===== src/rtl/pong_pkg.sv =====
// Shared Pong constants, FSM state encoding and direction encoding.
// The paddle stage takes PADDLE_HEIGHT from here as well.
package pong_pkg;

    localparam int H_RES         = 640;
    localparam int V_RES         = 480;
    localparam int BALL_SIZE     = 8;
    localparam int BALL_STEP     = 2;
    localparam int PADDLE_X_R    = 35;
    localparam int PADDLE_HEIGHT = 50;

    typedef logic [2:0] step_t;

    localparam step_t      STEP_INIT  = step_t'(BALL_STEP);
    localparam step_t      STEP_MAX   = 3'd4;
    localparam logic [9:0] X_MAX      = 10'(H_RES - BALL_SIZE);
    localparam logic [9:0] Y_MAX      = 10'(V_RES - BALL_SIZE);
    localparam logic [9:0] X_CENTRE   = 10'((H_RES - BALL_SIZE) / 2);
    localparam logic [9:0] Y_CENTRE   = 10'((V_RES - BALL_SIZE) / 2);
    localparam logic [9:0] X_RETURN   = 10'(PADDLE_X_R + 1);

    typedef enum logic [1:0] {
        SERVE = 2'd0,
        PLAY  = 2'd1,
        MISS  = 2'd2
    } state_e;

    // 1 = moving right (x) or down (y)
    localparam logic DIR_NEG = 1'b0;
    localparam logic DIR_POS = 1'b1;

endpackage


===== src/rtl/ball_axis.sv =====
// Single-axis ball mover: steps the position toward 0 or hi_i, clamping at
// both ends; reflects at hi_i always and at 0 only when REFLECT_LO is set.
module ball_axis
    import pong_pkg::*;
#(
    parameter bit REFLECT_LO = 1'b1
) (
    input  logic [9:0] pos_i,
    input  logic       dir_i,
    input  step_t      step_i,
    input  logic [9:0] hi_i,
    output logic [9:0] pos_o,
    output logic       dir_o
);

    logic [10:0] pos_w;
    logic [10:0] step_w;
    logic [10:0] sum_w;

    // 11-bit compares so neither end of the range can wrap
    assign pos_w  = {1'b0, pos_i};
    assign step_w = 11'(step_i);
    assign sum_w  = pos_w + step_w;

    always_comb begin
        pos_o = pos_i;
        dir_o = dir_i;
        if (dir_i == DIR_POS) begin
            if (sum_w >= {1'b0, hi_i}) begin
                pos_o = hi_i;
                dir_o = DIR_NEG;
            end else begin
                pos_o = sum_w[9:0];
            end
        end else begin
            if (pos_w <= step_w) begin
                pos_o = '0;
                if (REFLECT_LO) begin
                    dir_o = DIR_POS;
                end
            end else begin
                pos_o = pos_i - 10'(step_i);
            end
        end
    end

endmodule


===== src/rtl/ball_ctrl.sv =====
// Pong ball engine: serve/play/miss FSM, wall and left-paddle reflection.
// Define BALL_SPEEDUP_EN to grow the step by 1 on every 4th hit (cap 4).
module ball_ctrl
    import pong_pkg::*;
#(
    parameter int SERVE_TICKS = 60
) (
    input  logic       clk,
    input  logic       rstn,
    input  logic       refr_tick,
    input  logic [9:0] paddle_y,
    input  logic       serve,
    output logic [9:0] ball_x,
    output logic [9:0] ball_y,
    output logic       hit,
    output logic       miss,
    output logic       playing,
    output logic [7:0] hits
);

    localparam logic [7:0]  SERVE_LAST = 8'(SERVE_TICKS - 1);
    localparam logic [10:0] PAD_FRONT  = 11'(PADDLE_X_R);
    localparam logic [10:0] BALL_SZ    = 11'(BALL_SIZE);
    localparam logic [10:0] PAD_H      = 11'(PADDLE_HEIGHT);

    state_e      state_q, state_d;
    logic [7:0]  cnt_q, cnt_d;
    logic [9:0]  x_q, x_d, y_q, y_d;
    logic        vx_q, vx_d, vy_q, vy_d;
    logic        hit_q, hit_d, miss_q, miss_d;
    logic [7:0]  hits_q, hits_d;
    step_t       step;

`ifdef BALL_SPEEDUP_EN
    step_t       step_q, step_d;
    assign step = step_q;
`else
    assign step = STEP_INIT;
`endif

    logic [9:0]  ax_pos, ay_pos;
    logic        ax_dir, ay_dir;

    ball_axis #(.REFLECT_LO(1'b0)) u_axis_x (
        .pos_i (x_q),
        .dir_i (vx_q),
        .step_i(step),
        .hi_i  (X_MAX),
        .pos_o (ax_pos),
        .dir_o (ax_dir)
    );

    ball_axis #(.REFLECT_LO(1'b1)) u_axis_y (
        .pos_i (y_q),
        .dir_i (vy_q),
        .step_i(step),
        .hi_i  (Y_MAX),
        .pos_o (ay_pos),
        .dir_o (ay_dir)
    );

    logic [10:0] x_w, y_w, pad_w, step_w;
    logic        paddle_hit, ball_lost;
    logic [7:0]  hits_inc;

    assign x_w    = {1'b0, x_q};
    assign y_w    = {1'b0, y_q};
    assign pad_w  = {1'b0, paddle_y};
    assign step_w = 11'(step);

    // Strict overlap on both vertical edges: a graze is not a hit
    assign paddle_hit = (vx_q == DIR_NEG) && (x_w > PAD_FRONT) &&
                        (x_w <= PAD_FRONT + step_w) &&
                        (y_w + BALL_SZ > pad_w) && (y_w < pad_w + PAD_H);
    assign ball_lost  = (vx_q == DIR_NEG) && (x_w < step_w);
    assign hits_inc   = (hits_q == 8'hFF) ? hits_q : hits_q + 8'd1;

    always_ff @(posedge clk or negedge rstn) begin
        if (!rstn) begin
            state_q <= SERVE;
        end else begin
            state_q <= state_d;
        end
    end

    always_comb begin
        state_d = state_q;
        if (refr_tick) begin
            case (state_q)
                SERVE:   if (serve || cnt_q == SERVE_LAST) state_d = PLAY;
                PLAY:    if (!paddle_hit && ball_lost) state_d = MISS;
                MISS:    state_d = SERVE;
                default: state_d = SERVE;
            endcase
        end
    end

    always_comb begin
        playing = (state_q == PLAY);
    end

    always_comb begin
        cnt_d  = cnt_q;
        x_d    = x_q;
        y_d    = y_q;
        vx_d   = vx_q;
        vy_d   = vy_q;
        hits_d = hits_q;
        hit_d  = 1'b0;
        miss_d = 1'b0;
`ifdef BALL_SPEEDUP_EN
        step_d = step_q;
`endif
        if (refr_tick) begin
            case (state_q)
                SERVE: cnt_d = (state_d == PLAY) ? 8'd0 : cnt_q + 8'd1;
                PLAY: begin
                    y_d  = ay_pos;
                    vy_d = ay_dir;
                    if (paddle_hit) begin
                        x_d    = X_RETURN;
                        vx_d   = DIR_POS;
                        hit_d  = 1'b1;
                        hits_d = hits_inc;
`ifdef BALL_SPEEDUP_EN
                        if (hits_inc[1:0] == 2'b00 && step_q < STEP_MAX)
                            step_d = step_q + 3'd1;
`endif
                    end else if (ball_lost) begin
                        x_d    = '0;
                        miss_d = 1'b1;
                    end else begin
                        x_d  = ax_pos;
                        vx_d = ax_dir;
                    end
                end
                MISS: begin
                    x_d    = X_CENTRE;
                    y_d    = Y_CENTRE;
                    vx_d   = DIR_POS;
                    vy_d   = DIR_POS;
                    hits_d = '0;
`ifdef BALL_SPEEDUP_EN
                    step_d = STEP_INIT;
`endif
                end
                default: ;
            endcase
        end
    end

    always_ff @(posedge clk or negedge rstn) begin
        if (!rstn) begin
            cnt_q  <= '0;
            x_q    <= X_CENTRE;
            y_q    <= Y_CENTRE;
            vx_q   <= DIR_POS;
            vy_q   <= DIR_POS;
            hit_q  <= 1'b0;
            miss_q <= 1'b0;
            hits_q <= '0;
`ifdef BALL_SPEEDUP_EN
            step_q <= STEP_INIT;
`endif
        end else begin
            cnt_q  <= cnt_d;
            x_q    <= x_d;
            y_q    <= y_d;
            vx_q   <= vx_d;
            vy_q   <= vy_d;
            hit_q  <= hit_d;
            miss_q <= miss_d;
            hits_q <= hits_d;
`ifdef BALL_SPEEDUP_EN
            step_q <= step_d;
`endif
        end
    end

    assign ball_x = x_q;
    assign ball_y = y_q;
    assign hit    = hit_q;
    assign miss   = miss_q;
    assign hits   = hits_q;

endmodule


===== config.mk =====
export PLATFORM = sky130hd
export DESIGN_NAME = ball_ctrl
export DESIGN_NICKNAME = d
export VERILOG_FILES = /design/src/rtl/pong_pkg.sv /design/src/rtl/ball_axis.sv /design/src/rtl/ball_ctrl.sv
export SDC_FILE = /design/constraint.sdc
export NUM_CORES = 1
export LEC_CHECK = 0
export ABC_CLOCK_PERIOD_IN_PS = 6500
export CORE_MARGIN = 5
export CORE_UTILIZATION = 70
export DETAILED_ROUTE_END_ITERATION = 8
export DONT_BUFFER_PORTS = 1
export PLACE_DENSITY = 0.86
export REMOVE_ABC_BUFFERS = 1
export SLEW_MARGIN = 15
export SYNTH_ARGS = -nofsm -noshare
export SYNTH_HDL_FRONTEND = slang
export SYNTH_SLANG_ARGS = --single-unit

===== constraint.sdc =====
create_clock -name clk -period 6.5 [get_ports clk]
set_input_delay 0.65 -clock clk [delete_from_list [all_inputs] [get_ports clk]]
set_output_delay 0.65 -clock clk [all_outputs]
set_load 0.02 [all_outputs]

Word-level counts from Yosys, hierarchy flattened --
Index checks and enable logic that the tools add are counted. W data, S select, Z words.
Cells by class: bitwise operators 1, $add $sub $neg 8, reduce and logical (&&, ||, !) cells 14, magnitude comparators 9, multiplexer cells 34, equal/unequal tests 8
Operators by type and width (number):
- $mux W10 | 8
- $pmux W10 S2 | 2
- $mux W8 | 3
- $add A10 B2 Y11 const B | 2
- $le A10 B2 Y1 const B | 2
- $sub A10 B2 Y10 const B | 2
- $add A8 B1 Y8 const B | 2
- $pmux W8 S2 | 1
- $mux W1 | 14
- $add A10 B4 Y11 const B | 1
- $add A10 B6 Y11 const B | 1
- $ge A11 B10 Y1 const B | 1
- $ge A11 B9 Y1 const B | 1
- $gt A11 B10 Y1 | 1
- $lt A10 B11 Y1 | 1
- $gt A10 B6 Y1 const B | 1
- $le A10 B6 Y1 const B | 1
- $lt A10 B2 Y1 const B | 1
- $eq A8 B6 Y1 const B | 1
- $eq A8 B8 Y1 const B | 1
- $logic_and A1 B1 Y1 | 6
- $mux W2 | 3
- $eq A2 B1 Y1 const B | 2
- $pmux W1 S2 | 2
- 13 further kinds | 14
Word-level totals: word-level logic and storage cells 83, output and inout bits 31, input port bits 14, flip-flop bits (word level) 42

Longest topological paths before layout --
depth after elaboration 12, depth in mapped cells 13, mapped depth without buffers 13

Cells and area by module --
A second synthesis with hierarchy kept.
Second synthesis, totals: cells, all modules 562, area total of the unflattened synthesis 4790.8 um^2
Modules (own cells, without submodules):
- ball_ctrl | area an instance 2870.3 um^2, cells each 306, times used 1
- ball_axis (u_axis_x) | area an instance 968.4 um^2, cells each 128, times used 1
- ball_axis (u_axis_y) | area an instance 952.2 um^2, cells each 128, times used 1

Worst setup path before layout --
No wires, ideal clock.
path type input port to flip-flop, start input port paddle_y[3], end register hits_q[0] (netlist: hits[0]), cell stages on the path 12, arrival 2.933 ns, buffers on the path 0, setup slack 3.442 ns, cells stage by stage and3_4 -> or3_4 -> nand3_1 -> xnor2_1 -> ha_1 -> a21o_1 -> a21oi_1 -> o211ai_1 -> a211oi_2 -> a31oi_4 -> nand2b_4 -> mux2_2
On the way: longest elaborated chain between the ends 5, elaborated cells on any way between the ends 7, those cells by class 1 x add/sub; 2 x order compare; 1 x eq/ne; 3 x reduce/logical
RTL lines:
- start: declaration | RTL line ball_ctrl.sv:11 | input logic [9:0] paddle_y,
- $add A10 B6 Y11 / $gt A11 B10 Y1 (equally long branches) | RTL line ball_ctrl.sv:74 | (y_w + BALL_SZ > pad_w) && (y_w < pad_w + PAD_H);
- $lt A10 B11 Y1 / $logic_and A1 B1 Y1 (equally long branches) | RTL line ball_ctrl.sv:74, ball_ctrl.sv:73
- $logic_and A1 B1 Y1 * | RTL line ball_ctrl.sv:74
- $ne A2 B1 Y1 (no source line) *
- $reduce_and A4 Y1 (no source line) *
- end signal: assignment | RTL line ball_ctrl.sv:173 | hits_q <= hits_d;
- end: declaration | RTL line ball_ctrl.sv:31 | logic [7:0] hits_q, hits_d;
Mark *: on every way between the ends. The rest lies on a longest branch, timed or not. A chain may end at the register's enable or synchronous reset.

Final worst setup path --
start register y_q[5] (netlist: ball_y[5]), end register hits_q[3] (netlist: hits[3])
On the way: longest elaborated chain between the ends 6, elaborated cells on any way between the ends 7, those cells by class 1 x add/sub; 2 x order compare; 1 x eq/ne; 3 x reduce/logical
RTL lines:
- start: declaration | RTL line ball_ctrl.sv:28 | logic [9:0] x_q, x_d, y_q, y_d;
- start signal: assignment | RTL line ball_ctrl.sv:168 | y_q <= y_d;
- $add A10 B4 Y11 | RTL line ball_ctrl.sv:74
- $gt A11 B10 Y1 | RTL line ball_ctrl.sv:74
- $logic_and A1 B1 Y1 | RTL line ball_ctrl.sv:73 | (x_w <= PAD_FRONT + step_w) &&
- $logic_and A1 B1 Y1 * | RTL line ball_ctrl.sv:74
- $ne A2 B1 Y1 (no source line) *
- $reduce_and A4 Y1 (no source line) *
Marks and branches as above.

==> flow_metrics.tcl <==
set metrics [dict create \
    outcome "finished, final reports clean" \
    final_nets 484 \
    finalSetupTns_ns 0 \
    synth-edff-count 0 \
    wl_per_cell_um 17.4 \
    slew_viol_final 0 \
    synth_seq_cells 40 \
    fillers 398 \
    ys.flop_type "dfrtp_1" \
    synth_area_um2 3750 \
    start_kind "flop" \
    cts_resized 0 \
    vias 3320 \
    cp.required_ns 6.70 \
    clk_latency_ns 0.29 \
    synth_top_family_by_area "compound AO/OA/AOI/OAI gates" \
    routed_wl_um 8840 \
    die_h_um 83.2 \
    async_reset_ff_share_pct 100 \
    rows 26 \
    r2r_start "ball_y[5]$_DFFE_PN1P_" \
    final-hold-violation-count 0 \
    clkTransAtPathRegs_ns 0.08 \
    cts-root-buf "clkbuf_8" \
    fin_util_pct 73.6 \
    die_area_um2 6920 \
    yosys-mux-area-fraction_pct 0.600 \
    slew_headroom_pct 42.5 \
    ff_latch_area_um2 1020 \
    critPathCaptureType "flop" \
    fin_worst_skew_ns 0.00498 \
    synth_xor_area_share_pct 6.07 \
    period_needed_ns 3.34 \
    critPathBufInv 0 \
    crit_family "compound AO/OA/AOI/OAI gates" \
    seq_area_frac_synth_pct 27.1 \
    grt_max_degree 41 \
    antennaDiodeCount 0 \
    power.density_nw_per_um2 429 \
    leakage_nw 1.58 \
    critical_path_arrival_ns 3.53 \
    port_buffers 0 \
    holdWs_ns 0.0411 \
    gp_congestion 0.904 \
    cts_buffers 5 \
    path_cells "nand2_1 > nor2_1 > nand3_1 > xnor2_1 > ha_1 > nand2_1 > o32a_1 > a31oi_1 > a211oi_2 > nand2_2 > a21o_1 > o31ai_1" \
    cts.hold.buffers_added 0 \
    synth_adder_area_share_pct 10.7 \
    overflow 0 \
    drv_cap 0 \
    htree_num_levels 2 \
    first_global_vias 3204 \
    min_period_over_period_pct 51.3 \
    synth_compound_gate_area_share_pct 25.8 \
    critPathMaxStageDelay_ns 0.78 \
    cts_setup_buffers 0 \
    worst_path_most_repeated_cell "nand2_1" \
    crit_fanout 15 \
    grt_pass1_wl_um 15000 \
    core_area_um2 5170 \
    total_power_mw 1.63 \
    dpl.hpwl_um 6460 \
    rsz0062_at_grt "no" \
    grt_usage_pct 25.6 \
    num_io_pins 45 \
    synth_top_area_cell "dfrtp_1" \
    drc 0 \
    cts_num_sinks 40 \
    timing.fmax_mhz 300 \
    hp-class "input port to async pin" \
    setup_viol 0 \
    netlist_top_cells_area "dfrtp_1, ha_1, dfstp_2, nor2_1, a21oi_1" \
    r2r_setup_slack_ns 3.16 \
    start_util_pct 72.5 \
    multi_input_area_um2 2520 \
    cts_buffer_depth 2 \
    synth_area_per_cell_um2 8.28 \
    drt_first_pass_iters 4 \
    tritoncts "done" \
    irDropWorstVdd_mv 0.275 \
    r2r_end "hits[3]$_DFFE_PN0P_" \
    yosys.area_share.simple_pct 23.8 \
    drive_gt1_share_pct 12.1 \
    syn_inst 453 \
    dr.first_iter.drc_count 289 \
    criticalPathCategory "flop to flop" \
    worstMarginPinSlew_ns 0.860 \
    syn_to_final_growth_pct 1.53 \
    antenna_found_initial 0 \
    vias_per_cell 6.52 \
    fp.dieW_um 83.2 \
    ys_types 77 \
    rr_worst_depth 12 \
    final_antenna_net_count 0 \
    yosysWarnings 0 \
    yosys.area.top_type_share_pct 18.7 \
    path_depth 12 \
    cp_slowest_cell "dfstp_2" \
]
per-layer routing:
metal  global-route usage, %  vias to the layer above  wire, um
li1                        -                     1611         -
met1                    33.6                     1564      3860
met2                    41.5                      132      4190
met3                    6.44                       13       678
met4                    7.73                        0       105
met5                       0                        -         0
how the worst max path moves through the flow:
stage | start | endpoint
2_1_floorplan | paddle_y[3] | hits[0]$_DFFE_PN0P_
3_3_place_gp | paddle_y[3] | hits[0]$_DFFE_PN0P_
3_5_place_dp | paddle_y[3] | hits[3]$_DFFE_PN0P_
4_1_cts | ball_y[5]$_DFFE_PN1P_ | hits[0]$_DFFE_PN0P_
5_1_grt | ball_y[5]$_DFFE_PN1P_ | hits[3]$_DFFE_PN0P_
6_report | ball_y[5]$_DFFE_PN1P_ | hits[3]$_DFFE_PN0P_
cell usage after synthesis (3+ instances only):
cell,instances
dfstp_2,12
buf_2,8
and2_1,5
o21ai_0,17
nand3_1,23
ha_1,32
buf_4,3
or3_1,3
nor3_1,7
nand4_1,4
nand2b_1,3
a21oi_1,30
xor2_1,11
a211oi_2,4
a31oi_1,5
o211ai_1,6
nand2_1,36
o31ai_1,10
o2bb2ai_1,3
xnor2_1,15
o21ai_1,18
inv_1,25
dfrtp_1,28
a21o_1,11
and3_1,9
inv_2,3
clkbuf_1,11
o21bai_1,3
nor2b_1,3
nor2_1,41
nor3_2,3
worst register-to-register path, stage by stage (launching register included):
cell	delay (ns)
dfstp_2	0.78
nand2_1	0.15
nor2_1	0.28
nand3_1	0.14
xnor2_1	0.16
ha_1	0.31
nand2_1	0.10
o32a_1	0.16
a31oi_1	0.04
a211oi_2	0.38
nand2_2	0.20
a21o_1	0.27
o31ai_1	0.26
flip-flops by register name, summed over array words and instances (netlist names):
signal / count
ball_x: 9
hit: 1
miss: 1
vy_q: 1
cnt_q: 8
hits: 8
ball_y: 9
vx_q: 1
state_q: 2
layout make-up:
type | instances | area share (%)
clock inverter | 1 | 0.131
inverter | 28 | 2.76
sequential | 40 | 26.7
multi-input combinational | 363 | 66.1
tap | 70 | 2.30
clock buffer | 7 | 2.00
report_power, final:
group | switching (mW) | total (mW) | internal [mW]
Clock | 0.0876 | 0.163 | 0.0754
Combinational | 0.501 | 0.847 | 0.345
Sequential | 0.272 | 0.625 | 0.353
kinds of logic (layout without fill, tap and decap cells):
family | Yosys count | after routing
AOI/OAI and AO/OA | 139 | 139
other | 1 | 2
xor gates and xnor gates | 26 | 26
and+or+nand+nor | 162 | 162
adders and majority gates | 32 | 32
buffers and inverters | 51 | 36
DFF | 40 | 40
muxes | 2 | 2
placed cells by master (no fill, tap or decap), drive strengths merged, types with 4 or more instances in the layout:
master | synthesis | routed
nor2 | 42 | 42
nand2 | 37 | 37
o21ai | 37 | 37
ha | 32 | 32
a21oi | 31 | 31
dfrtp | 28 | 28
inv | 28 | 28
nand3 | 24 | 24
xnor2 | 15 | 15
dfstp | 12 | 12
xor2 | 11 | 11
a21o | 11 | 11
o31ai | 10 | 10
and3 | 10 | 10
nor3 | 10 | 10
o211ai | 7 | 7
a31oi | 7 | 7
clkbuf | 11 | 7
and2 | 6 | 6
a211oi | 6 | 6
nand4 | 5 | 5
or3 | 5 | 5
nand2b | 4 | 4
metrics by stage:
stage	cell area (um2)	setup WS [ns]	std cells
floorplan	3640	3.43	431
global placement	3730	3.25	501
detailed placement	3730	3.13	501
CTS	3810	3.25	509
global route	3810	2.98	509
finish	3810	3.16	509
Note: power is estimated with default switching activity, not from simulation.
